### config.mk
export PLATFORM = sky130hd
export DESIGN_NAME = mem_port_arbiter
export DESIGN_NICKNAME = d
export VERILOG_FILES = /design/src/rtl/mem_port_arbiter.sv
export SDC_FILE = /design/constraint.sdc
export NUM_CORES = 1
export LEC_CHECK = 0
export BUFFER_PORTS_ARGS = -buffer_cell sky130_fd_sc_hd__buf_2
export CORE_ASPECT_RATIO = 1.1
export CORE_UTILIZATION = 35
export CTS_BUF_LIST = sky130_fd_sc_hd__clkbuf_16
export DETAILED_ROUTE_END_ITERATION = 7
export GPL_TIMING_DRIVEN = 0
export PLACE_DENSITY = 0.69
export SYNTH_ARGS = -nofsm -noshare
export SYNTH_HDL_FRONTEND = slang
export SYNTH_SLANG_ARGS = --single-unit
### constraint.sdc
create_clock -name clk -period 2.22 [get_ports clk]
set_input_delay 0.222 -clock clk [delete_from_list [all_inputs] [get_ports clk]]
set_output_delay 0.222 -clock clk [all_outputs]
set_load 0.01 [all_outputs]
### src/rtl/mem_port_arbiter.sv
// rtl/mem_port_arbiter.sv - two-requester arbiter onto a single shared memory port
//
// Purpose:
//   Grants either the instruction-fetch port or the data port onto one memory
//   port, holds the latched operands on mem_* for the whole access, and returns
//   the result with a one-cycle ready pulse. Each access is bounded by a wait
//   counter; on expiry the access completes with zero read data and err=1.
//
// Configuration:
//   ARB_ROUND_ROBIN_EN  defined   : alternate between ports on simultaneous requests
//                       undefined : fixed priority, data port always wins a tie
//
// Ports:
//   clk, reset                      clock, synchronous active-high reset
//   if_req, if_addr                 fetch request and address
//   if_ready, if_rdata              fetch completion pulse and fetched word
//   d_req, d_we, d_addr, d_wdata    data request (d_we=1 store, 0 load)
//   d_ready, d_rdata                data completion pulse and load data
//   mem_req, mem_we, mem_addr,
//   mem_wdata                       shared memory port request side
//   mem_ack, mem_rdata              memory completion and read data
//   busy                            arbiter not idle
//   err                             timeout flag, coincident with the ready pulse

module mem_port_arbiter #(
  parameter int DATA_W  = 32,
  parameter int TIMEOUT = 255
) (
  input  logic              clk,
  input  logic              reset,
  input  logic              if_req,
  input  logic [DATA_W-1:0] if_addr,
  output logic              if_ready,
  output logic [DATA_W-1:0] if_rdata,
  input  logic              d_req,
  input  logic              d_we,
  input  logic [DATA_W-1:0] d_addr,
  input  logic [DATA_W-1:0] d_wdata,
  output logic              d_ready,
  output logic [DATA_W-1:0] d_rdata,
  output logic              mem_req,
  output logic              mem_we,
  output logic [DATA_W-1:0] mem_addr,
  output logic [DATA_W-1:0] mem_wdata,
  input  logic              mem_ack,
  input  logic [DATA_W-1:0] mem_rdata,
  output logic              busy,
  output logic              err
);

  typedef enum logic [1:0] {
    IDLE   = 2'd0,
    BUSY_I = 2'd1,
    BUSY_D = 2'd2,
    DONE   = 2'd3
  } state_t;

  // TIMEOUT is limited to 2..255, so an 8-bit wait counter always suffices.
  localparam logic [7:0] CNT_LIMIT = 8'(TIMEOUT - 1);

  state_t            state_q, state_d;
  logic [DATA_W-1:0] addr_q, addr_d;
  logic [DATA_W-1:0] wdata_q, wdata_d;
  logic [DATA_W-1:0] if_rdata_q, if_rdata_d;
  logic [DATA_W-1:0] d_rdata_q, d_rdata_d;
  logic              we_q, we_d;
  logic              served_data_q, served_data_d;
  logic              timeout_q, timeout_d;
  logic [7:0]        cnt_q, cnt_d;
  logic              gnt_data, gnt_fetch;

`ifdef ARB_ROUND_ROBIN_EN
  // rr_data_q=1 means the data port wins the next tie; reset favours data.
  logic rr_data_q, rr_data_d;

  always_comb begin
    rr_data_d = rr_data_q;
    if (state_q == IDLE && (gnt_data || gnt_fetch)) begin
      rr_data_d = gnt_fetch;
    end
  end

  always_ff @(posedge clk) begin
    if (reset) begin
      rr_data_q <= 1'b1;
    end else begin
      rr_data_q <= rr_data_d;
    end
  end

  assign gnt_data = d_req && (!if_req || rr_data_q);
`else
  assign gnt_data = d_req;
`endif

  assign gnt_fetch = if_req && !gnt_data;

  always_comb begin
    state_d       = state_q;
    addr_d        = addr_q;
    wdata_d       = wdata_q;
    we_d          = we_q;
    served_data_d = served_data_q;
    timeout_d     = timeout_q;
    cnt_d         = cnt_q;
    if_rdata_d    = if_rdata_q;
    d_rdata_d     = d_rdata_q;

    case (state_q)
      IDLE: begin
        if (gnt_data) begin
          state_d       = BUSY_D;
          addr_d        = d_addr;
          wdata_d       = d_wdata;
          we_d          = d_we;
          served_data_d = 1'b1;
          timeout_d     = 1'b0;
          cnt_d         = 8'd0;
        end else if (gnt_fetch) begin
          state_d       = BUSY_I;
          addr_d        = if_addr;
          wdata_d       = '0;
          we_d          = 1'b0;
          served_data_d = 1'b0;
          timeout_d     = 1'b0;
          cnt_d         = 8'd0;
        end
      end

      BUSY_I, BUSY_D: begin
        // An ack arriving on the limit cycle wins over the timeout.
        if (mem_ack) begin
          state_d   = DONE;
          timeout_d = 1'b0;
          if (!served_data_q) begin
            if_rdata_d = mem_rdata;
          end else if (!we_q) begin
            d_rdata_d = mem_rdata;
          end
        end else if (cnt_q == CNT_LIMIT) begin
          state_d   = DONE;
          timeout_d = 1'b1;
          if (served_data_q) begin
            d_rdata_d = '0;
          end else begin
            if_rdata_d = '0;
          end
        end else begin
          cnt_d = cnt_q + 8'd1;
        end
      end

      DONE: begin
        state_d = IDLE;
      end

      default: begin
        state_d = IDLE;
      end
    endcase
  end

  always_ff @(posedge clk) begin
    if (reset) begin
      state_q       <= IDLE;
      addr_q        <= '0;
      wdata_q       <= '0;
      we_q          <= 1'b0;
      served_data_q <= 1'b0;
      timeout_q     <= 1'b0;
      cnt_q         <= 8'd0;
      if_rdata_q    <= '0;
      d_rdata_q     <= '0;
    end else begin
      state_q       <= state_d;
      addr_q        <= addr_d;
      wdata_q       <= wdata_d;
      we_q          <= we_d;
      served_data_q <= served_data_d;
      timeout_q     <= timeout_d;
      cnt_q         <= cnt_d;
      if_rdata_q    <= if_rdata_d;
      d_rdata_q     <= d_rdata_d;
    end
  end

  assign mem_req   = (state_q == BUSY_I) || (state_q == BUSY_D);
  assign mem_we    = (state_q == BUSY_D) && we_q;
  assign mem_addr  = addr_q;
  assign mem_wdata = wdata_q;

  assign if_ready  = (state_q == DONE) && !served_data_q;
  assign d_ready   = (state_q == DONE) && served_data_q;
  assign err       = (state_q == DONE) && timeout_q;
  assign busy      = (state_q != IDLE);
  assign if_rdata  = if_rdata_q;
  assign d_rdata   = d_rdata_q;

endmodule

; Word-level counts from Yosys, hierarchy flattened
; Cells that the tools add are included.
[word_totals]
elab_cells = 70
inputBits = 134
register_bits = 141
[op_classes]
bitwise = 1
addsub = 1
eq_ne = 9
mux = 30
reduce_logical = 20
[op_table]
columns = operator, n
row1 = two-way mux 32 bit, 13
row2 = two-way mux 8 bit, 4
row3 = case mux 8 bit (2 select lines), 1
row4 = "adder 8 x 1 -> 8 bit, second input constant", 1
row5 = "equality test 8 bit, second input constant", 1
row6 = two-way mux 2 bit, 4
row7 = AND reduction 4 bit, 2
row8 = nonzero test 2 bit, 4
row9 = two-way mux 1 bit, 6
row10 = "inequality test 2 bit, second input constant", 3
row11 = "inequality test 3 bit, second input constant", 2
row12 = case mux 2 bit (3 select lines), 1
row13 = AND reduction 3 bit, 2
row14 = logical AND 1 bit, 5
row15 = "equality test 2 bit, second input constant", 2
row16 = AND reduction 2 bit, 2
row17 = "equality test 2 x 1 -> 1 bit, second input constant", 1
row18 = logical NOT 1 bit, 2
row19 = logical NOT 2 bit, 1
row20 = case mux 1 bit (2 select lines), 1
row21 = OR reduction 2 bit, 1
row22 = logical OR 1 bit, 1
row23 = NOT 1 bit, 1

; Longest topological paths before layout
; Gate-level depths: netlist of run 1.
[depth]
word_depth = 5
mapped_depth = 8
depth_no_buf = 6

; Worst setup path after synthesis of run 1
; OpenSTA, ideal clock, no wires.
[synth_timing]
kind = register to register
startpoint = reg state_q[0]
endpoint = reg cnt_q[2]
path_buffers = 1
setup_time_ns = 0.071
synth_period_minus_slack_ns = 1.981
setup_slack_ns = 0.239
arrival_time_ns = 1.910
stages_incl_launch_ff = 8
cell_sequence = dfxtp_1 > inv_1 > ha_1 > and4_4 > a21o_1 > buf_6 > or4_1 > a21oi_1
[synth_via]
elab_chain_len = 4
word_cells_on_any_way = 10
[synth_lines]
columns = element, line_no
row1 = "start, declared", 61  ; state_t state_q, state_d;
row2 = "start signal, assigned", 175  ; state_q <= state_d;
row3 = equality test 2 x 1 -> 1 bit or equality test 2 bit (tied branches), 109  ; case (state_q)
row4 = OR reduction 2 bit, 109
row5 = inequality test 2 bit (no source line) or nonzero test 2 bit (tied branches), n/a
row6 = AND reduction 4 bit (no source line), n/a
row7 = "end signal, assigned", 181  ; cnt_q <= cnt_d;
row8 = "end, declared", 69  ; logic [7:0] cnt_q, cnt_d;
; Several ways; a longest one is shown, not always the timed one.
; A chain may end at the register's enable or synchronous reset.

; Final worst setup path of run 1
[layout_timing]
startpoint = reg state_q[1]
endpoint = reg d_rdata_q[24], in the netlist d_rdata[24]
[layout_via]
elab_chain_len = 3
word_cells_on_any_way = 4
[layout_lines]
columns = element, line_no
row1 = equality test 2 x 1 -> 1 bit or equality test 2 bit (tied branches), 109
row2 = OR reduction 2 bit (*), 109
row3 = AND reduction 4 bit (no source line) (*), n/a
row4 = "end signal, assigned", 183  ; d_rdata_q <= d_rdata_d;
row5 = "end, declared", 65  ; logic [DATA_W-1:0] d_rdata_q, d_rdata_d;
; Every way passes the cells marked *; elsewhere a longest branch is shown, timed or not.

==> metrics.txt, run 1 <==
max-cap check violation count=0; Remaining DRCs=0; synthesis-to-layout area growth=38.9%; list of most frequent post-synthesis cells=sky130_fd_sc_hd__dfxtp_1, sky130_fd_sc_hd__a21oi_1, sky130_fd_sc_hd__clkbuf_1; register clock-pin slew on the reported worst setup and hold paths=0.06 ns; worst vdd rail ir drop=0.000579 V; critical hold path startpoint=mem_rdata[23]; fraction of the yosys area taken by sequential cells=50.1%; wire length of the first global-routing pass=26,500 um; final cycle utilization of the critical path=94.0%; synthesized instance count=610; final RePlAce weighted congestion=0.842; input/output buffers=264; HPWL after detailed placement=13,500 um; cell types with the largest area share after synthesis=sky130_fd_sc_hd__dfxtp_1, sky130_fd_sc_hd__a21oi_1, sky130_fd_sc_hd__mux2i_1, sky130_fd_sc_hd__nand4b_1, sky130_fd_sc_hd__a22o_1; final-report max-slew violation count=0; TritonCTS clock tree=yes; Pleak=3.55 nW; Clock Sinks=141; total number of H-tree levels=4; vias in the first global route=5,250; Clock Latency Late Sink=0.42 ns; outcome=finished, final reports clean; Fin Setup TNS=0 ns; post-synthesis average cell area=9.24 sq um; most used standard cell by instance count after synthesis=sky130_fd_sc_hd__dfxtp_1; biggest area consumer among synthesized cells=sky130_fd_sc_hd__dfxtp_1; final non-filler cell total=1,106; overall via count from detail_route=5,612; buffer levels on the longest clock path=2; Worst R2R Start=state_q[1]; number of flip-flops and latches in the synthesized netlist=141; Worst Hold End=d_rdata[23]; total congestion overflow after global routing=0; Power Density=1230 nW/um^2; Min-Delay Path Depth=2; number of enable-type register cells in the synthesized netlist=0; die width=123 um; setup slack, reg-to-reg=0.13 ns; transition at the pin with the smallest max-transition slack=0.694 ns; Worst EP required=2.57 ns; cell at the root of the clock tree=sky130_fd_sc_hd__clkbuf_16; kind of start point of the critical path=flop; overall die height=135 um; maximum number of pins on one net before global-route repair=17; routed wirelength normalized by instance count=15.9 um; Final Hold Vio Count=0; max-slew headroom at the worst pin=53.7%; Syn Nets=750; 1st-pass router iterations=4; crit end category=flop; worst min path class=in -> reg; number of antenna violations at the first check in global routing=0; count of cells along the worst register-to-register path=6; io pins=268; vias per std cell=5.07; minimum clock period after layout=2.09 ns; number of nets still failing antenna checks after routing=0; Layout Nets=1,033; setup repair after global routing missed its margin=no; proportion of netlist area held by the largest area contributor=50.1%; CTS Buf Count=17; post-CTS setup buffers=0; Ant. Diodes=0; placed cells=1,074; placeable core region=15,700 sq um; Clock Skew=0.0123 ns; std cell rows=48; unique cell type count in the Yosys netlist=39; arrival time of the worst setup path=2.44 ns; share of post-route cells with drive strength above 1=34.8%; Yosys warning total=0; worst reg2reg endpoint=d_rdata[24]; iteration-0 DRC count of the detailed router=206; post-synthesis instance area=5640 sq um; Critical Path Fanout Max=10; Setup CP Type=reg -> reg; total setup violations reported at the end of the flow=0; DRT Wirelength=17,600 um; maximum operating frequency=479 MHz; asr flop ratio synth=0%; Starting Density=35.8%; Hold Buf Count CTS=0; dominant synthesized flop cell=sky130_fd_sc_hd__dfxtp_1; die area=16,600 sq um; total global routing track utilization=20.8%
[final cells by class]
class | instances | area [sq um]
Tap cell | 200 | 250
Multi-Input combinational cell | 402 | 2560
Clock buffer | 17 | 425
Inverter | 7 | 26.3
Buffer | 60 | 256
Sequential cell | 141 | 2820
Timing Repair Buffer | 264 | 1320
Clock inverter | 15 | 171
Fill cell | 1573 | 7900
[cells by family after synthesis]
kind of cell    count (synthesis)  synth area share (%)
fa+ha+maj                       6                  1.33
compound gates                193                  21.5
mux                            32                  5.68
buf+inv                        67                  4.90
flops                         141                  50.1
simple gates                  171                  16.5
[per-layer routing]
layer / global-route usage [%] / wire length [um]
met2: 38.0 / 8980
met5: 0 / 0
met3: 6.00 / 1290
met1: 22.6 / 7090
met4: 6.89 / 210
[through the flow]
stage / hold slack, ns / util, % / power [mW] / instance area, sq um / setup slack [ns]
global placement: 0.436 / 45.8 / 6.71 / 7210 / -0.0267
floorplan: 0.348 / - / 5.46 / 5640 / 0.239
detailed placement: 0.440 / 45.8 / 6.74 / 7210 / -0.0325
finish: 0.0306 / 49.8 / 9.61 / 7830 / 0.132
CTS: 0.0136 / 49.7 / 9.66 / 7810 / 0.0159
global route: 0.0196 / 49.8 / 10.2 / 7830 / 0.0165
[worst max-delay path by stage]
stage,slack [ns],cells past startpoint,start,endpoint
5_1_grt,0.02,7,state_q[1],cnt_q[1]
4_1_cts,0.02,7,state_q[0],if_rdata[13]
2_1_floorplan,0.24,7,state_q[0],cnt_q[2]
3_5_place_dp,-0.03,7,state_q[0],cnt_q[7]
3_3_place_gp,-0.03,7,state_q[0],cnt_q[7]
6_report,0.13,6,state_q[1],d_rdata[24]
[placed cells by master (no fill, tap or decap), types with 3 or more instances in the layout]
| cell | count |
|---|---|
| sky130_fd_sc_hd__nand3_1 | 40 |
| sky130_fd_sc_hd__nand4b_1 | 33 |
| sky130_fd_sc_hd__buf_2 | 272 |
| sky130_fd_sc_hd__mux2i_1 | 32 |
| sky130_fd_sc_hd__clkbuf_2 | 5 |
| sky130_fd_sc_hd__o21ai_1 | 36 |
| sky130_fd_sc_hd__o31ai_1 | 6 |
| sky130_fd_sc_hd__buf_1 | 3 |
| sky130_fd_sc_hd__or4_1 | 5 |
| sky130_fd_sc_hd__and2_1 | 4 |
| sky130_fd_sc_hd__and4_1 | 3 |
| sky130_fd_sc_hd__nand2_1 | 40 |
| sky130_fd_sc_hd__nor2_1 | 35 |
| sky130_fd_sc_hd__dfxtp_1 | 141 |
| sky130_fd_sc_hd__inv_1 | 7 |
| sky130_fd_sc_hd__a22o_1 | 32 |
| sky130_fd_sc_hd__clkinvlp_4 | 4 |
| sky130_fd_sc_hd__ha_1 | 5 |
| sky130_fd_sc_hd__clkbuf_16 | 17 |
| sky130_fd_sc_hd__a211oi_1 | 32 |
| sky130_fd_sc_hd__a21oi_1 | 77 |
| sky130_fd_sc_hd__clkbuf_1 | 42 |
| sky130_fd_sc_hd__bufinv_16 | 3 |
[sequential cells by signal (all words and copies together), names as in the netlist]
register,flops
we_q,1
if_rdata,32
d_rdata,32
cnt_q,8
mem_wdata,32
state_q,2
timeout_q,1
served_data_q,1
mem_addr,32
[repair_timing]
action / CTS / global route
setup endpoints to repair: 33 / 87
resized for setup: 3 / 9
hold endpoints to repair: 0 / 0
[worst max-delay path, stage by stage, from the launching register on]
cell,delay (ns)
sky130_fd_sc_hd__dfxtp_1,0.38
sky130_fd_sc_hd__inv_1,0.09
sky130_fd_sc_hd__ha_2,0.41
sky130_fd_sc_hd__nand2_1,0.08
sky130_fd_sc_hd__nor3_2,0.38
sky130_fd_sc_hd__clkbuf_1,0.45
sky130_fd_sc_hd__a22o_1,0.21
[power by group]
group	internal, mW	switching, mW	leakage [nW]
clock	1.76	1.13	0.286
sequential	3.03	0.264	1.15
combinational	1.22	2.21	2.12
(Power assumes the default switching activity.)
==> inputs of run 2 (changes only) <==
- CORE_UTILIZATION: 35 -> 46
- CTS_CLUSTER_DIAMETER: default -> 60
- PLACE_DENSITY: 0.69 -> 0.85
==> run 2 against run 1 <==
Against the previous run:
- via count increased by 2.2%
- worst hold slack gained 0.0017 ns
- maximum frequency down 1.6%
==> metrics.txt, run 2 (synthesis results as in run 1) <==
std cell rows=42; HPWL after detailed placement=12,900 um; Post-Route Hold Slack=0.0323 ns; iteration-0 DRC count of the detailed router=308; final cycle utilization of the critical path=95.6%; total global routing track utilization=26.8%; critical path's largest stage delay=0.42 ns; synthesis-to-layout area growth=37.6%; wire length of the first global-routing pass=26,500 um; setup slack, reg-to-reg=0.1 ns; register clock-pin slew on the reported worst setup and hold paths=0.06 ns; overall via count from detail_route=5,733; input/output buffers=264; critical-path cell list=inv_1 > ha_2 > and4_4 > a21oi_2 > clkbuf_1 > o21ai_1 > a21oi_1; Design Area, Final=7760 sq um; critical hold path startpoint=mem_rdata[15]; top library cells by usage in the layout, fill and taps aside=sky130_fd_sc_hd__buf_2, sky130_fd_sc_hd__dfxtp_1, sky130_fd_sc_hd__a21oi_1; Clock Latency Late Sink=0.41 ns; total number of H-tree levels=4; die width=108 um; most common cell after layout, fill and taps aside=sky130_fd_sc_hd__buf_2; DRT Wirelength=17,000 um; 1st-pass router iterations=5; maximum number of pins on one net before global-route repair=17; buffer levels on the longest clock path=2; vias per std cell=5.41; vias in the first global route=5,439; Worst R2R Start=state_q[1]; post-CTS setup buffers=0; Worst EP required=2.55 ns; Setup CP Type=reg -> reg; Register Area=2820 sq um; Worst Hold End=d_rdata[15]; maximum operating frequency=471 MHz; final RePlAce weighted congestion=0.879; Starting Density=47.1%; max-cap check violation count=0; Min-Delay Path Depth=2; final-report max-slew violation count=0; cell at the slowest stage of the critical path=sky130_fd_sc_hd__clkbuf_1; Power Density=1230 nW/um^2; total setup violations reported at the end of the flow=0; kind of start point of the critical path=flop; Ant. Diodes=0; TritonCTS clock tree=yes; worst reg2reg endpoint=if_rdata[9]; CTS Buf Count=17; number of antenna violations at the first check in global routing=0; Remaining DRCs=0; io pins=268; die area=12,700 sq um; Layout Nets=1,033; number of nets still failing antenna checks after routing=0; Clock Sinks=141; placed inst area=7150 sq um; Final Total Pwr=9.53 mW; filler cell count in the final layout=1,072; share of post-route cells with drive strength above 1=35.1%; arrival time of the worst setup path=2.46 ns; Critical Path Fanout Max=10; transition at the pin with the smallest max-transition slack=0.719 ns; outcome=finished, final reports clean; Hold Buf Count CTS=0; placeable core region=12,000 sq um; crit end category=flop; setup repair after global routing missed its margin=yes; routed wirelength normalized by instance count=16.0 um; Pleak=3.55 nW; cell at the root of the clock tree=sky130_fd_sc_hd__clkbuf_16; overall die height=118 um; max-slew headroom at the worst pin=52.0%; minimum clock period after layout=2.12 ns; count of cells along the worst register-to-register path=7; total congestion overflow after global routing=0; Final Hold Vio Count=0; worst min path class=in -> reg; worst vdd rail ir drop=0.000628 V; Clock Skew=0.00890 ns; area occupied by multi-input gates=2550 sq um
## run 2: through the flow
stage	util (%)	worst slack, ns	instances	TNS [ns]
finish	64.7	0.0987	1059	0
global route	64.7	-0.0181	1059	-0.0347
CTS	64.6	0.00881	1059	0
detailed placement	59.7	-0.0978	1028	-2.45
global placement	59.7	-0.0564	1028	-1.27
floorplan	-	0.239	610	0
## run 2: report_power, final
part / internal (mW) / switching, mW
logic: 1.21 / 2.20
registers: 3.03 / 0.265
clock network: 1.67 / 1.15
total: 5.91 / 3.62
## run 2: worst max-delay path by stage
stage                    start            to  cells after the start
floorplan           state_q[0]      cnt_q[2]                      7
global placement    state_q[1]    d_rdata[3]                      6
detailed placement  state_q[1]    d_rdata[9]                      6
CTS                 state_q[1]    d_rdata[9]                      6
global route        state_q[1]  if_rdata[17]                      7
finish              state_q[1]   if_rdata[9]                      7
## run 2: area by class of cell
| cell class | instances | area share, % |
|---|---|---|
| clock inverter | 14 | 2.06 |
| tap | 154 | 2.48 |
| clock buffer | 17 | 5.48 |
| sequential | 141 | 36.4 |
| inverter | 7 | 0.339 |
| timing repair buffer | 264 | 17.0 |
| multi-input combinational | 402 | 32.9 |
| buffer | 60 | 3.31 |
## run 2: critical path, delay by kind of cell, from the launching register on
family / cells / cell delay, ns
fa+ha+maj: 1 / 0.32
flops: 1 / 0.41
buf+inv: 2 / 0.51
simple gates: 1 / 0.20
compound gates: 3 / 0.61
## run 2: layer usage
layer / GRT usage [%] / vias to the layer above / part of all wire (%)
li1: - / 2811 / -
met1: 30.6 / 2651 / 39
met2: 48.9 / 254 / 52
met3: 5.59 / 17 / 7.2
met4: 8.73 / 0 / 1.4
met5: 0 / - / 0
## run 2: what timing repair did
action,in CTS,in global routing
gates resized for setup,3,8
setup endpoints to repair,33,75
pin swaps,0,0
==> inputs of run 3 (changes only) <==
- clock period: 2.22 -> 2.4 ns (I/O delays scaled with it)
==> run 3 against run 2 <==
Against the previous run:
- core utilization fell by 0.10 points
- largest power group unchanged
- critical path type unchanged
- register-to-register slack improved by 0.09 ns
- combinational power fell by 7.6%
- clock skew barely moved
- final cell count did not move
==> metrics.txt, run 3 (synthesis results as in run 1) <==
wire length on met3=1190 um; max-cap check violation count=0; most common cell after layout, fill and taps aside=sky130_fd_sc_hd__buf_2; termination of the worst setup path=if_rdata[9]; final RePlAce weighted congestion=0.879; Critical Path Fanout Max=10; crit end category=flop; buffers and inverters on the worst path=2; cell count along the critical path=7; final non-filler cell total=1,059; count of cells along the worst register-to-register path=7; CTS Buf Count=17; setup repair after global routing missed its margin=no; vias in the first global route=5,433; DRT Wirelength=17,000 um; top library cells by usage in the layout, fill and taps aside=sky130_fd_sc_hd__buf_2, sky130_fd_sc_hd__dfxtp_1, sky130_fd_sc_hd__a21oi_1; Layout Nets=1,033; outcome=finished, final reports clean; Power Density=1140 nW/um^2; final cycle utilization of the critical path=91.9%; Starting Density=47.1%; 1st-pass router iterations=5; transition at the pin with the smallest max-transition slack=0.716 ns; input/output buffers=264; Pleak=3.54 nW; power share of the clock group=29.6%; number of antenna violations at the first check in global routing=0; TritonCTS clock tree=yes; net switching fraction of the power=38.0%; overall via count from detail_route=5,729; Power Internal=5.46 mW; wire length of the first global-routing pass=26,500 um; number of nets still failing antenna checks after routing=0; overall die height=118 um; Ant. Diodes=0; cell at the root of the clock tree=sky130_fd_sc_hd__clkbuf_16; kind of start point of the critical path=flop; startpoint of the worst setup timing path=state_q[1]; cell at the slowest stage of the critical path=sky130_fd_sc_hd__clkbuf_1; combinational fraction of design power=35.8%; HPWL after detailed placement=12,900 um; synthesis-to-layout area growth=37.4%; worst vdd rail ir drop=0.000581 V; vias per std cell=5.41; Final Hold Vio Count=0; uppermost metal layer occupied by signal nets=met4; buffer levels on the longest clock path=2; Sequential Power Share=34.6%; critical-path cell list=inv_1 > ha_1 > and4_4 > a21oi_2 > clkbuf_1 > o21ai_1 > a21oi_1; routed wirelength normalized by instance count=16.1 um; wire length on met2=8880 um; Clock Skew=0.00872 ns; worst min path class=in -> reg; final-report max-slew violation count=0; critical path's largest stage delay=0.42 ns; Fin Setup TNS=0 ns; total global routing track utilization=26.8%; routed metal-1 wire length=6710 um; total congestion overflow after global routing=0; minimum clock period after layout=2.21 ns; cell class contributing the biggest share of worst-path delay=compound AO/OA/AOI/OAI gates; filler cell count in the final layout=1,071; max-slew headroom at the worst pin=52.2%; total number of H-tree levels=4; maximum operating frequency=453 MHz; iteration-0 DRC count of the detailed router=311; arrival time of the worst setup path=2.54 ns; register clock-pin slew on the reported worst setup and hold paths=0.06 ns; Clock Latency Late Sink=0.41 ns; Worst EP required=2.73 ns; placed cells=1,028; io pins=268; Remaining DRCs=0; Hold Buf Count CTS=0; Setup CP Type=reg -> reg; switching power of the nets=3.35 mW; die width=108 um; die area=12,700 sq um; post-CTS setup buffers=0; Clock Sinks=141; std cell rows=42; worst reg2reg endpoint=if_rdata[9]; share of post-route cells with drive strength above 1=34.6%; maximum number of pins on one net before global-route repair=17; setup slack, reg-to-reg=0.19 ns; Worst R2R Start=state_q[1]; placeable core region=12,000 sq um; total setup violations reported at the end of the flow=0
[run 3: changes by cell type in the layout (fill, tap and decap cells not counted)]
cell                       delta
sky130_fd_sc_hd__a31oi_1      +1
sky130_fd_sc_hd__clkbuf_1     +3
sky130_fd_sc_hd__ha_2         -1
sky130_fd_sc_hd__ha_1         +1
sky130_fd_sc_hd__a31oi_2      -1
sky130_fd_sc_hd__clkbuf_2     -3
[run 3: timing repair]
item	CTS	global route
endpoints found under the setup margin	0	31
resized for setup	0	5
endpoints found under the hold margin	0	0
[run 3: stage by stage]
step | util, % | hold WS, ns | cell area (sq um) | total power [mW] | worst slack [ns]
floorplan | - | 0.366 | 5640 | 5.05 | 0.419
global placement | 59.7 | 0.435 | 7150 | 6.15 | 0.124
detailed placement | 59.7 | 0.441 | 7150 | 6.21 | 0.0822
CTS | 64.6 | 0.0350 | 7740 | 8.84 | 0.0563
global route | 64.6 | 0.0408 | 7740 | 9.31 | 0.0547
finish | 64.6 | 0.0502 | 7740 | 8.80 | 0.194
[run 3: area by class of cell]
type	instances	area, sq um	share of cell area (%)
inverters	7	26.3	0.339
flip-flops and latches	141	2820	36.4
clock inverters	14	160	2.07
repair buffers	264	1320	17.1
well taps	154	193	2.49
clock buffers	17	425	5.49
plain buffers	60	253	3.26
multi-input cells	402	2540	32.8
[run 3: worst min-delay path by stage]
| stage | from | endpoint | cells after the start |
|---|---|---|---|
| 2_1_floorplan | mem_rdata[10] | d_rdata[10] | 1 |
| 3_3_place_gp | mem_wdata[4] | mem_wdata[4] | 2 |
| 3_5_place_dp | mem_wdata[0] | mem_wdata[0] | 2 |
| 4_1_cts | mem_rdata[23] | d_rdata[23] | 2 |
| 5_1_grt | mem_rdata[23] | d_rdata[23] | 2 |
| 6_report | mem_rdata[15] | d_rdata[15] | 2 |
[run 3: per-layer routing]
metal,global-route usage [%],up-vias
met3,5.59,15
met1,30.6,2655
li1,-,2812
met4,8.73,0
met5,0,-
met2,48.9,247
[run 3: power groups by stage]
stage	Clock, mW	Sequential, mW	Combinational, mW
after detailed placement	0	3.10	3.11
after floorplan	0	3.27	1.78
final	2.61	3.05	3.15
after global routing	2.76	3.10	3.45
after global placement	0	3.08	3.07
after CTS	2.65	3.05	3.14
